`config.mk`:
```
export PLATFORM = sky130hd
export DESIGN_NAME = bloom_inserter
export DESIGN_NICKNAME = d
export VERILOG_FILES = /design/src/rtl/bloom_inserter.sv
export SDC_FILE = /design/constraint.sdc
export NUM_CORES = 2
export LEC_CHECK = 0
export CORE_MARGIN = 3
export CORE_UTILIZATION = 40
export DETAILED_ROUTE_END_ITERATION = 12
export GPL_TIMING_DRIVEN = 0
export RECOVER_POWER = 50
export REMOVE_ABC_BUFFERS = 1
export SYNTH_ARGS = -nofsm -noshare
export SYNTH_HDL_FRONTEND = slang
export SYNTH_SLANG_ARGS = --single-unit
```
`constraint.sdc`:
```
create_clock -name clk -period 11.2 [get_ports clk]
set_input_delay 2.24 -clock clk [delete_from_list [all_inputs] [get_ports clk]]
set_output_delay 2.24 -clock clk [all_outputs]
set_load 0.02 [all_outputs]
```
`src/rtl/bloom_inserter.sv`:
```
// Bloom filter inserter: hashes one item per K_HASH+2 cycles into a bit vector,
// reporting the item's index mask, duplicate status, item count and population.
module bloom_inserter #(
   parameter int D_SIZE  = 32,
   parameter int BL_SIZE = 64,
   parameter int K_HASH  = 3,
   parameter int CNT_W   = 16
) (
   input  logic                       clk,
   input  logic                       rst,
   input  logic                       in_valid,
   output logic                       in_ready,
   input  logic [D_SIZE-1:0]          in_data,
   input  logic                       clear,
   output logic [BL_SIZE-1:0]         bloom,
   output logic [BL_SIZE-1:0]         item_mask,
   output logic                       mask_valid,
   output logic                       dup,
   output logic [CNT_W-1:0]           count,
   output logic                       full,
   output logic [$clog2(BL_SIZE):0]   ones
);

   localparam int IDX_W = $clog2(BL_SIZE);

   typedef enum logic [1:0] {IDLE, HASH, DONE} state_t;

   state_t               state_reg;
   logic [31:0]          data_reg;
   logic [1:0]           j_reg;
   logic                 new_bit_reg;
   logic [BL_SIZE-1:0]   bloom_reg;
   logic [BL_SIZE-1:0]   item_mask_reg;
   logic                 mask_valid_reg;
   logic                 dup_reg;
   logic [CNT_W-1:0]     count_reg;
   logic [IDX_W:0]       ones_reg;

   logic [IDX_W-1:0]     hash_idx [4];
   logic [IDX_W-1:0]     cur_idx;

   function automatic logic [31:0] mult_const(input int n);
      case (n)
         0:       return 32'h9E3779B1;
         1:       return 32'h85EBCA77;
         2:       return 32'hC2B2AE3D;
         default: return 32'h27D4EB2F;
      endcase
   endfunction

   // Multiplicative hashes; the index is the top IDX_W bits of the 32-bit product.
   generate
      for (genvar gi = 0; gi < 4; gi++) begin : g_hash
         if (gi < K_HASH) begin : g_on
            assign hash_idx[gi] = IDX_W'((data_reg * mult_const(gi)) >> (32 - IDX_W));
         end else begin : g_off
            assign hash_idx[gi] = '0;
         end
      end
   endgenerate

   assign cur_idx = hash_idx[j_reg];

   always_ff @(posedge clk or posedge rst) begin
      if (rst) begin
         state_reg      <= IDLE;
         data_reg       <= '0;
         j_reg          <= '0;
         new_bit_reg    <= 1'b0;
         bloom_reg      <= '0;
         item_mask_reg  <= '0;
         mask_valid_reg <= 1'b0;
         dup_reg        <= 1'b0;
         count_reg      <= '0;
         ones_reg       <= '0;
      end else if (clear) begin
         state_reg      <= IDLE;
         j_reg          <= '0;
         new_bit_reg    <= 1'b0;
         bloom_reg      <= '0;
         item_mask_reg  <= '0;
         mask_valid_reg <= 1'b0;
         dup_reg        <= 1'b0;
         count_reg      <= '0;
         ones_reg       <= '0;
      end else begin
         mask_valid_reg <= 1'b0;
         dup_reg        <= 1'b0;
         case (state_reg)
            IDLE: begin
               if (in_valid) begin
                  data_reg      <= 32'(in_data);
                  item_mask_reg <= '0;
                  j_reg         <= '0;
                  new_bit_reg   <= 1'b0;
                  state_reg     <= HASH;
               end
            end
            HASH: begin
               bloom_reg[cur_idx]     <= 1'b1;
               item_mask_reg[cur_idx] <= 1'b1;
               // An index already set (by an earlier item or hash) adds nothing.
               if (!bloom_reg[cur_idx]) begin
                  ones_reg    <= ones_reg + (IDX_W+1)'(1);
                  new_bit_reg <= 1'b1;
               end
               if (j_reg == 2'(K_HASH - 1)) begin
                  state_reg <= DONE;
               end else begin
                  j_reg <= j_reg + 2'd1;
               end
            end
            DONE: begin
               mask_valid_reg <= 1'b1;
               dup_reg        <= !new_bit_reg;
               if (!full) begin
                  count_reg <= count_reg + CNT_W'(1);
               end
               state_reg <= IDLE;
            end
            default: state_reg <= IDLE;
         endcase
      end
   end

   assign in_ready   = (state_reg == IDLE) && !clear;
   assign bloom      = bloom_reg;
   assign item_mask  = item_mask_reg;
   assign mask_valid = mask_valid_reg;
   assign dup        = dup_reg;
   assign count      = count_reg;
   assign full       = &count_reg;
   assign ones       = ones_reg;

endmodule
```
==> summary.md <==
| Metric | Value |
|---|---|
| CTS buffer count | 17 |
| Detailed Place HPWL | 95870 um |
| Crit. End Element | flop |
| CP Max Fanout | 15 |
| Pin count of the biggest net entering global routing | 101 |
| Top_reg_cell synth | dfrtp_1 |
| Layout cell share with drive strength beyond 1 | between 2 and 3% |
| Die width | 289.5 um |
| Fmax | 93.17 MHz |
| Starting Density | between 40% and 50% |
| Gpl congestion | 1.010 |
| Synthesized instance count | 3142 |
| Sequential cell area fraction in the yosys report | 14.79% |
| Vias in the first global route | 23834 |
| Core footprint | 79260 um2 |
| Worst Setup SP | data_reg[12]$_DFFE_PP0P_ |
| Root Buffer | clkbuf_16 |
| Average wire per standard cell | 26.12 um |
| # rows | 103 |
| Violated checks | max-capacitance violations, max-slew violations |
| Io pins | 191 |
| Max Cap Viol | 1 |
| Synth top cells by count | 987 x inv_1, 634 x fa_1, 446 x ha_1, 190 x dfrtp_1, 164 x nand2_1 |
| Most numerous cell in the Yosys netlist | inv_1 |
| TritonRoute pass-1 iters | 5 |
| Reg-to-reg startpoint | data_reg[12]$_DFFE_PP0P_ |
| Slew HR | -184.6% |
| Hold_sp | item_mask[38]$_DFFE_PP0P_ |
| CTS Buffer Depth | 2 |
| Final TNS setup | 0 ns |
| I/O Buffers | 190 |
| Syn-to-layout area delta | 12.05% |
| First-pass GRT wire length | 166200 um |
| WS Path Type | flop to flop |
| Crit path buffers/inverters | 4 |
| Clock sink total | between 150 and 200 |
| H-tree levels | 4 |
| Fin area | 36010 um2 |
| Mapped Area | 32140 um2 |
| Slew Viols, Final | 91 |
| Clock transition at path regs | about 0.10 ns |
| Initial antenna violation count | 0 |
| Remaining DRCs | 0 |
| Yosys reg bits | 190 |
| Final net count | between 4000 and 5000 |
| 1st-iter DRT viols | 1755 |
| RSZ-0062 raised after global routing | false |
| Worst min-delay path category | flop to flop |
| Status | complete, but fails checks |
| Total track usage | 28.27% |
| Number of synthesized flops with an enable pin | 0 |
| Max incr delay on CP | 1.05 ns |
| Setup violations, final | 0 |
| Worst Skew | 0.03588 ns |
| Worst EP required | between 10 and 15 ns |
| Slew @ Worst Pin | between 4 and 5 ns |
| DR vias | between 20000 and 25000 |
| CP top delay family | adder cells |
| Syn_area_per_cell | about 10 um2 |
| Die area | 83780 um2 |
| Slowest cell on crit path | dfrtp_1 |
| Library cells used by synthesis | around 70 |
| Worst-Skew Late Latency | 0.51 ns |
| Yosys top cell by area | fa_1 |
| Hold Fails Final Rpt | 0 |
| Type of origin of the critical path | flop |
| Yosys warning total | 0 |
| CP most frequent cell | fa_1 |
| DP Area | 35250 um2 |
| Chip Height | between 200 and 300 um |
| Synth top area cells | fa_1 39%, ha_1 17%, dfrtp_1 15% |
| Via-to-Cell Ratio | 5.166 |
| Global route overflow | 0 |
| Placed instance count | 4337 |
| Area share of the largest cell type after synthesis | 39.49% |
| WP data arrival | about 11 ns |
| Post-route non-filler standard cell count | roughly 4400 |
| Final ANT Viol Nets | 0 |
| Async SR Flop Fraction | 100.0% |
| Tcrit/Tclk final | between 90% and 100% |
| Tmin final | 10.73 ns |
| Post-Route WL | between 100000 and 150000 um |
| CTS tree | yes |
==> worst register-to-register path, delay by kind of cell, from the launching register on <==
family,cells,cell delay [ns]
DFF,1,1.05
buffers and inverters,4,0.74
adders and majority gates,9,4.41
and+or+nand+nor,7,2.27
AOI/OAI and AO/OA,7,2.14
==> final timing paths <==
check | end | slack (ns) | cells past startpoint
max | new_bit_reg$_DFFE_PP0P_ | 0.47 | 27
min | item_mask[38]$_DFFE_PP0P_ | 0.48 | 2
max reg2reg | new_bit_reg$_DFFE_PP0P_ | 0.47 | 27
min reg2reg | item_mask[38]$_DFFE_PP0P_ | 0.48 | 2
max in group asynchronous | bloom[55]$_DFFE_PP0P_ | 5.84 | 2
min in group asynchronous | count[11]$_DFFE_PP0P_ | 3.46 | 2
==> area by class of cell <==
class | instances | area, um2
Antenna cell | 1 | 2.502
Fill cell | 7654 | 43250
Clock buffer | 17 | 425.4
Inverter | 987 | 3710
Timing Repair Buffer | 205 | 2092
Multi-Input combinational cell | 1914 | 23490
Clock inverter | 15 | 217.7
Tap cell | 1050 | 1314
Sequential cell | 190 | 4761
==> stage by stage <==
step	util, %	setup WS, ns	hold WS, ns
5_1_grt	45.43	0.01396	0.4921
3_3_place_gp	44.30	-1.730	0.4618
3_5_place_dp	44.48	-0.7879	0.4615
4_1_cts	45.32	0.02648	0.4797
2_1_floorplan	-	2.006	0.4290
6_report	45.43	0.4669	0.4751
==> cell families (layout without fill, tap and decap cells) <==
family	after synthesis	count (layout)	synth area share [%]
adder cells (fa/ha/maj)	1080	1080	56.86
buffers and inverters	1038	1224	12.28
AO/OA/AOI/OAI	359	359	7.382
AND/OR/NAND/NOR	344	344	4.933
flip-flops	190	190	14.79
XOR/XNOR	115	115	3.134
multiplexers	16	16	0.6268
other	0	1	0
==> placed cells by master, fill, tap and decap left out, types with 14 or more instances in the layout <==
| master | count |
|---|---|
| and3_1 | 15 |
| nand4_1 | 16 |
| dfrtp_1 | 185 |
| nor3_1 | 20 |
| inv_1 | 984 |
| xor2_1 | 22 |
| o21ai_0 | 142 |
| clkdlybuf4s50_1 | 128 |
| or3_1 | 15 |
| nand2b_1 | 14 |
| clkbuf_16 | 17 |
| nor2_1 | 54 |
| a21oi_1 | 47 |
| ha_1 | 446 |
| nand2_1 | 163 |
| o2bb2ai_1 | 54 |
| dlygate4sd3_1 | 62 |
| fa_1 | 634 |
| xnor2_1 | 93 |
| nand3_1 | 19 |
==> layer usage <==
metal  GRT usage [%]  vias up  share of wire, %
li1                -     9949                 -
met1           39.22    11679                43
met2           44.03      801                45
met3           4.516      193               6.6
met4           12.01        0               5.2
met5               0        -                 0
==> repair_timing <==
item                       4_1_cts  5_1_grt
resized for setup                8        6
hold buffers                     0        0
setup buffers                    0        9
gates cloned                     0        0
setup endpoints to repair        8        8
pin swaps                        0        1
Power is not shown: default switching activity piles up to over one toggle a cycle in this logic, so the estimate is an artifact.
